$ cat config.mk
export PLATFORM = sky130hd
export DESIGN_NAME = univ_shift_reg
export DESIGN_NICKNAME = d
export VERILOG_FILES = /design/src/rtl/shift_pkg.sv /design/src/rtl/shift_step.sv /design/src/rtl/univ_shift_reg.sv
export SDC_FILE = /design/constraint.sdc
export NUM_CORES = 1
export LEC_CHECK = 0
export CORE_MARGIN = 5
export CORE_UTILIZATION = 40
export DETAILED_ROUTE_END_ITERATION = 12
export MAX_ROUTING_LAYER = met4
export PLACE_DENSITY = 0.68
export SYNTH_ARGS = -nofsm -noshare
export SYNTH_HDL_FRONTEND = slang
export SYNTH_SLANG_ARGS = --single-unit
$ cat constraint.sdc
create_clock -name clk -period 2.3 [get_ports clk]
set_input_delay 0.46 -clock clk [delete_from_list [all_inputs] [get_ports clk]]
set_output_delay 0.46 -clock clk [all_outputs]
set_load 0.01 [all_outputs]
$ cat src/rtl/shift_pkg.sv
// Shared types for the universal shift register: operation codes, FSM states
// and the helper that separates implemented modes from reserved ones.
package shift_pkg;

    typedef enum logic [2:0] {
        SLL = 3'd0,
        SRL = 3'd1,
        SRA = 3'd2,
        ROL = 3'd3,
        ROR = 3'd4
    } shift_mode_e;

    typedef enum logic {
        IDLE  = 1'b0,
        SHIFT = 1'b1
    } shift_state_e;

    // Highest implemented operation code; codes above it are reserved.
    localparam logic [2:0] MODE_MAX = 3'd4;

    function automatic logic mode_is_valid(input logic [2:0] m);
        return (m <= MODE_MAX);
    endfunction

endpackage

$ cat src/rtl/shift_step.sv
// One single-position step of the shifter: next register value and the bit
// that leaves the register on this step. Purely combinational.
module shift_step
    import shift_pkg::*;
#(
    parameter int WIDTH = 8
) (
    input  logic [WIDTH-1:0] d,
    input  shift_mode_e      mode,
    input  logic             sin_lsb,
    input  logic             sin_msb,
    output logic [WIDTH-1:0] d_next,
    output logic             bit_out
);

    // Select the step result for the latched operation code.
    always_comb begin
        d_next  = d;
        bit_out = 1'b0;
        case (mode)
            SLL: begin
                d_next  = {d[WIDTH-2:0], sin_lsb};
                bit_out = d[WIDTH-1];
            end
            SRL: begin
                d_next  = {sin_msb, d[WIDTH-1:1]};
                bit_out = d[0];
            end
            SRA: begin
                d_next  = {d[WIDTH-1], d[WIDTH-1:1]};
                bit_out = d[0];
            end
            ROL: begin
                d_next  = {d[WIDTH-2:0], d[WIDTH-1]};
                bit_out = d[WIDTH-1];
            end
            ROR: begin
                d_next  = {d[0], d[WIDTH-1:1]};
                bit_out = d[0];
            end
            default: begin
                d_next  = d;
                bit_out = 1'b0;
            end
        endcase
    end

endmodule

$ cat src/rtl/univ_shift_reg.sv
// Universal shift register: parallel load plus multi-position shift/rotate
// executed one position per clock under a start/busy/done handshake.
module univ_shift_reg
    import shift_pkg::*;
#(
    parameter int WIDTH = 8,
    parameter int CNT_W = $clog2(WIDTH) + 1
) (
    input  logic             clk,
    input  logic             rst,
    input  logic             load,
    input  logic [WIDTH-1:0] parallel_in,
    input  logic             start,
    input  logic [2:0]       mode,
    input  logic [CNT_W-1:0] amount,
    input  logic             sin_lsb,
    input  logic             sin_msb,
    output logic [WIDTH-1:0] data_out,
    output logic             ser_out,
    output logic             busy,
    output logic             done
);

    localparam logic [CNT_W-1:0] CNT_ZERO = {CNT_W{1'b0}};
    localparam logic [CNT_W-1:0] CNT_ONE  = {{(CNT_W-1){1'b0}}, 1'b1};

    shift_state_e     state_q;
    shift_mode_e      mode_q;
    logic [CNT_W-1:0] cnt_q;
    logic [WIDTH-1:0] data_q;
    logic             ser_q;
    logic             busy_q;
    logic             done_q;

    logic [WIDTH-1:0] step_data;
    logic             step_bit;

    shift_step #(
        .WIDTH (WIDTH)
    ) u_step (
        .d       (data_q),
        .mode    (mode_q),
        .sin_lsb (sin_lsb),
        .sin_msb (sin_msb),
        .d_next  (step_data),
        .bit_out (step_bit)
    );

    // Control FSM, step counter and data registers; load overrides any shift.
    always_ff @(posedge clk or posedge rst) begin
        if (rst) begin
            state_q <= IDLE;
            mode_q  <= SLL;
            cnt_q   <= CNT_ZERO;
            data_q  <= {WIDTH{1'b0}};
            ser_q   <= 1'b0;
            busy_q  <= 1'b0;
            done_q  <= 1'b0;
        end else begin
            done_q <= 1'b0;
            if (load) begin
                // Load aborts any running operation silently: no done pulse.
                data_q  <= parallel_in;
                state_q <= IDLE;
                busy_q  <= 1'b0;
                cnt_q   <= CNT_ZERO;
            end else begin
                case (state_q)
                    IDLE: begin
                        if (start && mode_is_valid(mode)) begin
                            mode_q <= shift_mode_e'(mode);
                            if (amount != CNT_ZERO) begin
                                state_q <= SHIFT;
                                cnt_q   <= amount;
                                busy_q  <= 1'b1;
                            end else begin
                                done_q <= 1'b1;
                            end
                        end else begin
                            state_q <= IDLE;
                        end
                    end
                    SHIFT: begin
                        data_q <= step_data;
                        ser_q  <= step_bit;
                        cnt_q  <= cnt_q - CNT_ONE;
                        if (cnt_q == CNT_ONE) begin
                            state_q <= IDLE;
                            busy_q  <= 1'b0;
                            done_q  <= 1'b1;
                        end else begin
                            state_q <= SHIFT;
                        end
                    end
                    default: begin
                        state_q <= IDLE;
                        busy_q  <= 1'b0;
                        cnt_q   <= CNT_ZERO;
                    end
                endcase
            end
        end
    end

    assign data_out = data_q;
    assign ser_out  = ser_q;
    assign busy     = busy_q;
    assign done     = done_q;

endmodule

[Word-level counts from Yosys, hierarchy flattened]
Index checks and enable logic that the tools add are counted.
Operators by class
  $add $sub $neg: 1
  order comparisons: 1
  eq/ne operators: 9
  muxes and demuxes: 23
  bitwise logic cells: 2
  reduce and logical (&&, ||, !) cells: 14
Operators by type and width (number)
  8-bit one-hot mux with 5 select lines: 1
  8-bit two-way mux: 2
  1-bit two-way mux: 12
  4-bit two-way mux: 3
  3-bit AND reduction: 3
  1-bit one-hot mux with 2 select lines: 4
  4-bit one-hot mux with 2 select lines: 1
  3-bit by 2-bit == test with 1-bit output, second input constant: 2
  3-bit inequality test, second input constant: 2
  2-bit AND reduction: 3
  6-bit nonzero test: 1
  5-bit nonzero test: 1
  4-bit by 1-bit == test with 1-bit output, second input constant: 1
  4-bit nonzero test: 1
  4-bit by 1-bit subtractor with 4-bit output, second input constant: 1
  3-bit by 1-bit == test with 1-bit output, second input constant: 1
  3-bit == test, second input constant: 1
  3-bit less-or-equal comparator, second input constant: 1
  3-bit logical NOT: 1
  3-bit by 2-bit inequality test with 1-bit output, second input constant: 1
  3-bit OR reduction: 1
  2-bit inequality test, second input constant: 1
  1-bit NOT: 2
  2-bit nonzero test: 1
  other kinds (2): 2
Word-level totals
  bits in registers: 19
  output and inout port bits: 11
  logic and storage cells: 58

[Logic depth before layout (Yosys ltp)]
Gate-level depths: netlist (run 1).
  depth after elaboration: 5
  gate-level depth with buffers: 5
  depth with buffers taken out: 5

[Modules after synthesis]
A second synthesis (run 1) with hierarchy kept.
Unflattened totals
  cell total of the unflattened synthesis: 133
  area total of the unflattened synthesis: 1337.5 um2
By module, submodules not included
  univ_shift_reg: times used 1, cells an instance 89, area each 978.4 um2
  shift_step: times used 1, cells an instance 44, area each 359.1 um2

[Least setup slack after synthesis (run 1)]
OpenSTA, ideal clock, no wires.
  path type: input -> register
  start point: in amount[2]
  end point: reg done_q (netlist: done)
  arrival time: 1.422 ns
  data required time: 2.222 ns
  slack: 0.800 ns
  cell stages on the path: 3
  path buffers: 0
  path through: or4_4 or3_1 a21oi_1
Between the ends
  longest elaborated chain between the ends: 5
RTL lines
  start: declaration: line univ_shift_reg.sv:15  | input logic [CNT_W-1:0] amount,
  4-bit nonzero test: line univ_shift_reg.sv:72  | if (amount != CNT_ZERO) begin
  1-bit two-way mux: line univ_shift_reg.sv:72
  1-bit two-way mux: line univ_shift_reg.sv:70  | if (start && mode_is_valid(mode)) begin
  1-bit one-hot mux with 2 select lines: line univ_shift_reg.sv:68  | case (state_q)
  1-bit two-way mux: line univ_shift_reg.sv:61  | if (load) begin
  end signal: assignment: line univ_shift_reg.sv:58  | done_q <= 1'b0;
  end signal: assignment: line univ_shift_reg.sv:60  | done_q <= 1'b0;
  end signal: assignment: line univ_shift_reg.sv:77  | done_q <= 1'b1;
  end: declaration: line univ_shift_reg.sv:33  | logic done_q;
Every way passes these cells.
A chain may end at the register's enable or synchronous reset.

[Worst setup path in the final report (run 1)]
  start point: reg data_q[1] (netlist: data_out[1])
  end point: out data_out[1]
RTL lines
  start: declaration: line univ_shift_reg.sv:30  | logic [WIDTH-1:0] data_q;
  start signal: assignment: line univ_shift_reg.sv:55  | data_q <= {WIDTH{1'b0}};
  start signal: assignment: line univ_shift_reg.sv:63  | data_q <= parallel_in;
  start signal: assignment: line univ_shift_reg.sv:84  | data_q <= step_data;
  end: declaration: line univ_shift_reg.sv:18  | output logic [WIDTH-1:0] data_out,
No word-level cell between the ends.

==> results.json, run 1 <==
{
  "status": "finished, final reports clean",
  "numCtsBuffers": 3,
  "via_per_inst": 5.83,
  "r2r-start": "state_q$_DFF_PP0_",
  "fin_tns_setup_ps": 0,
  "ys_top_cells_by_count": "dfrtp_1, o21ai_0, mux2i_1",
  "place.gp.congestion": 0.930,
  "hold_buffers": 0,
  "start_kind": "register",
  "drt_iter0_drc": 38,
  "htree_levels": 1,
  "hold_viol": 0,
  "period_needed_ps": 1820,
  "cts_tree": "done",
  "insertion_delay_ps": 300,
  "placed_cell_area_um2": 1520,
  "grt_max_degree": 20,
  "syn_nets": 139,
  "start_util_pct": 42.1,
  "synth-adder-area-share_pct": 2.14,
  "rr_worst_depth": 4,
  "dp_cells": 175,
  "pin_count": 32,
  "synthMuxAreaShare_pct": 10.6,
  "synth_area_leader_cell": "dfrtp_1",
  "cts_resized": 0,
  "setup_viol_count_final": 0,
  "required_ps": 1840,
  "cts-root-buf": "clkbuf_4",
  "ys_warn_count": 0,
  "synth_area_um2": 1170,
  "worst-path-buf-inv": 1,
  "rsz0062_at_grt": "false",
  "fin_nets": 172,
  "clock_path_buffers": 2,
  "final_cells": 179,
  "cp_slowest_cell": "clkdlybuf4s50_1",
  "grt_pass1_vias": 1031,
  "yosys.area_share.xor_xnor_pct": 3.85,
  "critPathTopFamily": "buffers and inverters",
  "slowest_delay_ps": 580,
  "drv_slew": 0,
  "worstPathMaxFanout": 6,
  "antenna_found_initial": 0,
  "critPathCaptureType": "output port",
  "drt_wl_total_mm": 2.96,
  "die_x_um": 64.1,
  "fmax_mhz": 550,
  "grt_first_pass_wirelength_mm": 4.93,
  "diodes": 0,
  "synth_ff_type": "dfrtp_1",
  "yosys.area_share.simple_pct": 12.8,
  "criticalPathCategory": "register to output port",
  "arrival_ps": 1360,
  "synthArstFlopShare_pct": 100,
  "cellPowerDensity_nw_per_um2": 703,
  "drv_cap": 0,
  "core_area_um2": 2780,
  "hold_path_class": "primary input to async pin",
  "ys_seq_area_share_pct": 40.6,
  "synth_top_family_by_area": "compound AO/OA/AOI/OAI gates",
  "r2r-end": "busy$_DFFE_PP0P_",
  "ys_ff_latch": 19,
  "tightest_slew_ps": 540,
  "port_buffers": 31,
  "postRouteAntennaNets": 0,
  "fin_area_um2": 1540,
  "first_pass_iters": 4,
  "wire_per_inst_um": 16.5,
  "area_delta_synth_final_pct": 32.0,
  "vias": 1044,
  "place_hpwl_mm": 2.21,
  "total_power_mw": 1.08,
  "drive_above_1_share_pct": 10.8,
  "cp_cell_sequence": "clkdlybuf4s50_1",
  "synth_compound_area_share_pct": 26.0,
  "gr-total-overflow": 0,
  "die_y_um": 64.1,
  "drc_errors": 0,
  "dieArea_um2": 4110,
  "min_period_over_period_pct": 79.0,
  "avgSynthCellArea_um2": 10.1,
  "synth_edf_count": 0,
  "power.leakage_nw": 0.628,
  "slew_headroom_pct": 63.8,
  "row_count": 19,
  "syn_inst": 116,
  "skew_ps": 1.00,
  "synth_cell_type_count": 37,
  "clock-sinks": 19,
  "rrSetupSlack_ps": 590,
  "track_usage_pct": 15.6,
  "vdd_drop_max_mv": 0.525,
  "synth_area_leaders": "dfrtp_1, mux2i_1, a2bb2oi_1, o21ai_0, a22oi_1",
  "yosys.cell_count.top_type": "dfrtp_1",
  "postCtsSetupRepairBufs": 0,
  "netlist.area_leader.share_pct": 40.6,
  "path_clk_slew_ps": 110
}
-- power by group --
group | total, mW | switching (mW) | internal [mW] | leakage (nW)
combinational | 0.422 | 0.166 | 0.256 | 0.375
sequential | 0.485 | 0.102 | 0.383 | 0.238
clock | 0.178 | 0.111 | 0.0676 | 0.0150
total | 1.08 | 0.378 | 0.707 | 0.628
-- registers in the layout, summed over array words and instances, names as in the netlist --
| register | count |
|---|---|
| ser_out | 1 |
| mode_q | 3 |
| busy | 1 |
| done | 1 |
| state_q | 1 |
| cnt_q | 4 |
| data_out | 8 |
-- worst register-to-register path: cells and delay by family (launching register included) --
kind / cells / cell delay (ps)
flip-flops: 1 / 680
buffers and inverters: 1 / 160
AND/OR/NAND/NOR: 2 / 690
AO/OA/AOI/OAI: 1 / 60
-- placed cells by master, fill, tap and decap left out, drive strengths merged, types with 3 or more instances in the layout --
master         count
clkdlybuf4s50     31
dfrtp             19
o21ai             12
mux2i              9
nand2              8
a21oi              7
a2bb2oi            7
a22oi              6
a211oi             5
inv                4
nand2b             4
buf                4
clkbuf             4
a221oi             3
mux2               3
xnor2              3
-- layer usage --
layer  vias to the layer above  part of all wire (%)  track usage (%)
met1                       512                    46             19.1
met4                         0                   1.1             5.45
li1                        506                     -                -
met2                        22                    50             25.5
met5                         -                     0                -
met3                         4                   3.8             2.80
-- how the worst max path moves through the flow --
stage                                 start                    end  slack, ps  cells after the start
floorplan                         amount[2]         done$_DFF_PP0_        800                      3
global placement                    mode[0]  mode_q[0]$_DFFE_PP0P_        230                      5
detailed placement                  mode[0]  mode_q[2]$_DFFE_PP0P_        200                      5
CTS                 data_out[1]$_DFFE_PP0P_            data_out[1]        480                      1
global route        data_out[1]$_DFFE_PP0P_            data_out[1]        410                      1
finish              data_out[1]$_DFFE_PP0P_            data_out[1]        480                      1
-- final cells by class --
cell class / count / area (um^2)
fillers: 244 / 1240
multi-input cells: 86 / 648
repair buffers: 35 / 340
well taps: 31 / 38.8
inverters: 4 / 15.0
flip-flops and latches: 19 / 475
clock buffers: 4 / 26.3
-- cell families after synthesis --
| kind of cell | count (synthesis) |
|---|---|
| compound gates | 45 |
| simple gates | 24 |
| flops | 19 |
| mux | 12 |
| buf+inv | 11 |
| xor+xnor | 3 |
| fa+ha+maj | 2 |
-- metrics by stage --
stage	utilization, %	setup slack, ps	hold WS [ps]
global route	55.5	406	472
floorplan	-	800	411
finish	55.5	482	461
CTS	55.5	482	468
detailed placement	54.6	195	475
global placement	54.6	226	467
Note: power is estimated with default switching activity, not from simulation.
==> inputs of run 2 (changes only) <==
clock period = 1.79 ns   (was 2.3 ns; I/O delays follow)
==> results.json, run 2 (synthesis results as in run 1) <==
{
  "diodes": 0,
  "clock-sinks": 19,
  "grt_util_met3_pct": 2.80,
  "core_area_um2": 2780,
  "seqCellArea_um2": 475,
  "grt_max_degree": 20,
  "busiest_layer": "met2",
  "drive_above_1_share_pct": 15.6,
  "worstPathMaxFanout": 5,
  "power_frac_seq_pct": 43.3,
  "grt_use_met2_pct": 25.8,
  "fin_area_um2": 1590,
  "final_cell_mix": "clkdlybuf4s50_1, dfrtp_1, o21ai_0",
  "cts-root-buf": "clkbuf_4",
  "period_needed_ps": 1690,
  "insertion_delay_ps": 290,
  "hold_slack_ps": 368,
  "path_clk_slew_ps": 120,
  "slowest_delay_ps": 570,
  "numCtsBuffers": 3,
  "drc_errors": 0,
  "tightest_slew_ps": 515,
  "area_delta_synth_final_pct": 36.3,
  "cp_slowest_cell": "clkdlybuf4s50_1",
  "start_kind": "register",
  "postRouteAntennaNets": 0,
  "worst-path-buf-inv": 1,
  "p_comb_share_pct": 41.1,
  "power.leakage_nw": 0.659,
  "cellPowerDensity_nw_per_um2": 878,
  "clkPwrFrac_pct": 15.5,
  "port_buffers": 31,
  "grt_first_pass_wirelength_mm": 5.26,
  "final_common_cell": "clkdlybuf4s50_1",
  "vdd_drop_max_mv": 0.578,
  "drt_wl_total_mm": 3.04,
  "antenna_found_initial": 0,
  "min_period_over_period_pct": 94.4,
  "slew_headroom_pct": 65.5,
  "vias": 1056,
  "fin_nets": 178,
  "gr-total-overflow": 0,
  "hold_viol": 0,
  "swShare_pct": 34.4,
  "wire_per_inst_um": 16.4,
  "multi_input_area_um2": 652,
  "first_pass_iters": 4,
  "row_count": 19,
  "skew_ps": 8.04,
  "drt_iter0_drc": 30,
  "p_switching_mw": 0.482,
  "cp_cell_sequence": "clkdlybuf4s50_1",
  "start_util_pct": 42.1,
  "rsz0062_at_grt": "false",
  "drv_cap": 0,
  "pin_count": 32,
  "status": "finished, final reports clean",
  "die_x_um": 64.1,
  "arrival_ps": 1330,
  "criticalPathCategory": "register to output port",
  "place.gp.congestion": 0.942,
  "fill_cells": 263,
  "setup_viol_count_final": 0,
  "hold_path_class": "primary input to async pin",
  "internal_power_mw": 0.919,
  "dieArea_um2": 4110,
  "track_usage_pct": 16.1,
  "largest_reg_flops": 8,
  "fmax_mhz": 592,
  "placed_cell_area_um2": 1560,
  "htree_levels": 1,
  "postCtsSetupRepairBufs": 0,
  "die_y_um": 64.1,
  "grt_pass1_vias": 1113,
  "critPathCaptureType": "output port",
  "required_ps": 1430,
  "critPathTopFamily": "buffers and inverters",
  "cts_tree": "done",
  "clock_path_buffers": 2,
  "place_hpwl_mm": 2.29,
  "gr-usage-met1_pct": 20.7,
  "via_per_inst": 5.71,
  "drv_slew": 0,
  "fin_tns_setup_ps": 0
}
==> run 2: through the flow <==
step | total power [mW] | utilization [%] | setup slack (ps) | cells
2_1_floorplan | 0.977 | - | 392 | 116
3_3_place_gp | 1.18 | 56.2 | -134 | 181
3_5_place_dp | 1.19 | 56.2 | -138 | 181
4_1_cts | 1.42 | 57.2 | 70.0 | 185
5_1_grt | 1.51 | 57.3 | 33.1 | 185
6_report | 1.40 | 57.3 | 99.4 | 185
==> run 2: tightest hold or removal path, cell delays in order <==
cell and delay [ps]:
clkdlybuf4s50_1 390, inv_1 50, buf_4 260
==> run 2: cell type report <==
type,count,area share (%)
clock buffer,3,1.41
clock inverter,1,0.314
inverter,4,0.942
multi-input combinational,86,40.9
sequential,19,29.8
tap,31,2.43
timing repair buffer,41,24.2
==> run 2: layer usage <==
| metal | routed length, um | vias up |
|---|---|---|
| met4 | 38 | 0 |
| li1 | - | 515 |
| met3 | 141 | 4 |
| met2 | 1510 | 25 |
| met5 | 0 | - |
| met1 | 1360 | 512 |
==> run 2: worst paths after layout <==
kind                                           endpoint  slack [ps]  cells after the start               startpoint
worst min-delay path                     done$_DFF_PP0_         370                      3                      rst
min in group clk                    ser_out$_DFFE_PP0P_         490                      2      ser_out$_DFFE_PP0P_
max in group asynchronous       data_out[7]$_DFFE_PP0P_        1210                      3                      rst
worst max register to register  data_out[2]$_DFFE_PP0P_         220                      4    mode_q[0]$_DFFE_PP0P_
worst min register to register      ser_out$_DFFE_PP0P_         490                      2      ser_out$_DFFE_PP0P_
worst max-delay path                        data_out[6]         100                      1  data_out[6]$_DFFE_PP0P_
==> run 2: power groups by stage <==
stage	logic, mW	clock network, mW	registers, mW
6_report	0.576	0.218	0.607
5_1_grt	0.629	0.256	0.623
4_1_cts	0.578	0.234	0.606
3_5_place_dp	0.576	0	0.613
3_3_place_gp	0.565	0	0.611
2_1_floorplan	0.405	0	0.572
==> run 2: repair_timing <==
action                     CTS  global route
setup endpoints to repair    0             6
hold buffers                 0             0
resized for setup            0             1
==> inputs of run 3 (changes only) <==
CORE_UTILIZATION = 43   (was 40)
PLACE_DENSITY = 0.75   (was 0.68)
clock period = 1.4 ns   (was 1.79 ns; I/O delays follow)
==> results.json, run 3 (synthesis results as in run 1) <==
{
  "slowest_delay_ps": 490,
  "first_pass_iters": 4,
  "row_count": 19,
  "grt_pass1_vias": 1140,
  "multi_input_area_um2": 723,
  "cellPowerDensity_nw_per_um2": 1130,
  "cp_slowest_cell": "dfrtp_2",
  "criticalPathCategory": "register to register",
  "gr-total-overflow": 0,
  "arrival_ps": 1590,
  "setup_ws_ps": 7.58,
  "placed_cell_area_um2": 1650,
  "insertion_delay_ps": 300,
  "dieArea_um2": 3860,
  "rsz0062_at_grt": "true",
  "worstPathMaxFanout": 7,
  "port_buffers": 31,
  "fin_area_um2": 1840,
  "postRouteAntennaNets": 0,
  "diodes": 0,
  "power.leakage_nw": 0.822,
  "total_power_mw": 2.07,
  "start_kind": "register",
  "hold_slack_ps": 292,
  "area_delta_synth_final_pct": 57.3,
  "hold_path_class": "primary input to async pin",
  "clock-sinks": 19,
  "cts_tree": "done",
  "fill_cells": 225,
  "htree_levels": 1,
  "path_clk_slew_ps": 120,
  "pin_count": 32,
  "seqCellArea_um2": 482,
  "rr_worst_depth": 5,
  "final_cell_mix": "buf_4, dlygate4sd2_1, clkdlybuf4s50_1",
  "final_cells": 208,
  "grt_first_pass_wirelength_mm": 5.52,
  "drt_wl_total_mm": 3.31,
  "antenna_found_initial": 0,
  "rrSetupSlack_ps": 8,
  "fin_tns_setup_ps": 0,
  "status": "finished, final reports clean",
  "largest_reg_flops": 8,
  "drc_errors": 0,
  "cp_cell_sequence": "xnor2_4 -> buf_12 -> mux2i_2 -> a2bb2oi_1 -> o21ai_1",
  "cts-root-buf": "clkbuf_4",
  "vias": 1174,
  "vdd_drop_max_mv": 0.874,
  "drive_above_1_share_pct": 36.7,
  "tightest_slew_ps": 366,
  "place_hpwl_mm": 2.34,
  "clock_path_buffers": 2,
  "r2r-start": "mode_q[0]$_DFFE_PP0P_",
  "core_area_um2": 2690,
  "setup_viol_count_final": 0,
  "min_period_over_period_pct": 99.5,
  "hold_buffers": 0,
  "start_util_pct": 43.5,
  "grt_max_degree": 20,
  "die_x_um": 62.2,
  "period_needed_ps": 1390,
  "final_common_cell": "buf_4",
  "skew_ps": 4.88,
  "dp_cells": 193,
  "required_ps": 1600,
  "die_y_um": 62.2,
  "fin_nets": 201,
  "place.gp.congestion": 0.803,
  "via_per_inst": 5.64,
  "r2r-end": "data_out[6]$_DFFE_PP0P_",
  "postLayoutCoreUtil_pct": 68.5,
  "wire_per_inst_um": 15.9,
  "drv_cap": 0,
  "drt_iter0_drc": 59,
  "critPathCaptureType": "register",
  "fmax_mhz": 718,
  "numCtsBuffers": 3,
  "hold_viol": 0,
  "dp_slack_ps": -417,
  "track_usage_pct": 17.8,
  "slew_headroom_pct": 75.6,
  "drv_slew": 0
}
==> run 3: final cells by class <==
class                           count  share of cell area (%)
Clock buffer                        3                    1.22
Clock inverter                      1                   0.272
Inverter                            4                   0.816
Multi-Input combinational cell     86                    39.3
Sequential cell                    19                    26.2
Tap cell                           31                    2.11
Timing Repair Buffer               64                    30.1
==> run 3: worst max-delay path by stage <==
stage / endpoint / startpoint
after floorplan: data_out[2]$_DFFE_PP0P_ / mode_q[1]$_DFFE_PP0P_
after global placement: cnt_q[0]$_DFFE_PP0P_ / amount[2]
after detailed placement: cnt_q[0]$_DFFE_PP0P_ / amount[2]
after CTS: ser_out$_DFFE_PP0P_ / mode_q[1]$_DFFE_PP0P_
after global routing: data_out[3]$_DFFE_PP0P_ / mode_q[0]$_DFFE_PP0P_
final: data_out[6]$_DFFE_PP0P_ / mode_q[0]$_DFFE_PP0P_
==> run 3: per-layer routing <==
layer | vias up | wire [um] | track usage, %
met5 | - | 0 | -
met4 | 0 | 23 | 4.07
met3 | 4 | 125 | 3.60
met2 | 28 | 1780 | 31.2
met1 | 580 | 1390 | 20.6
li1 | 562 | - | -
==> run 3: worst max-delay path: cells and delay by family, from the launching register on <==
kind,cells,cell delay (ps)
buf+inv,1,150
mux,1,210
xor+xnor,1,200
compound gates,2,240
flops,1,490
==> run 3: repair_timing <==
item	in CTS	in global routing
resized for setup	29	20
setup buffers	8	3
pin swaps	8	3
endpoints found under the setup margin	27	13
==> run 3: report_power, final <==
group          leakage, nW  total (mW)  internal, mW  switching [mW]
sequential           0.232       0.723         0.635          0.0878
clock               0.0177       0.299         0.107           0.192
combinational        0.572        1.05         0.615           0.437
total                0.822        2.07          1.36           0.717
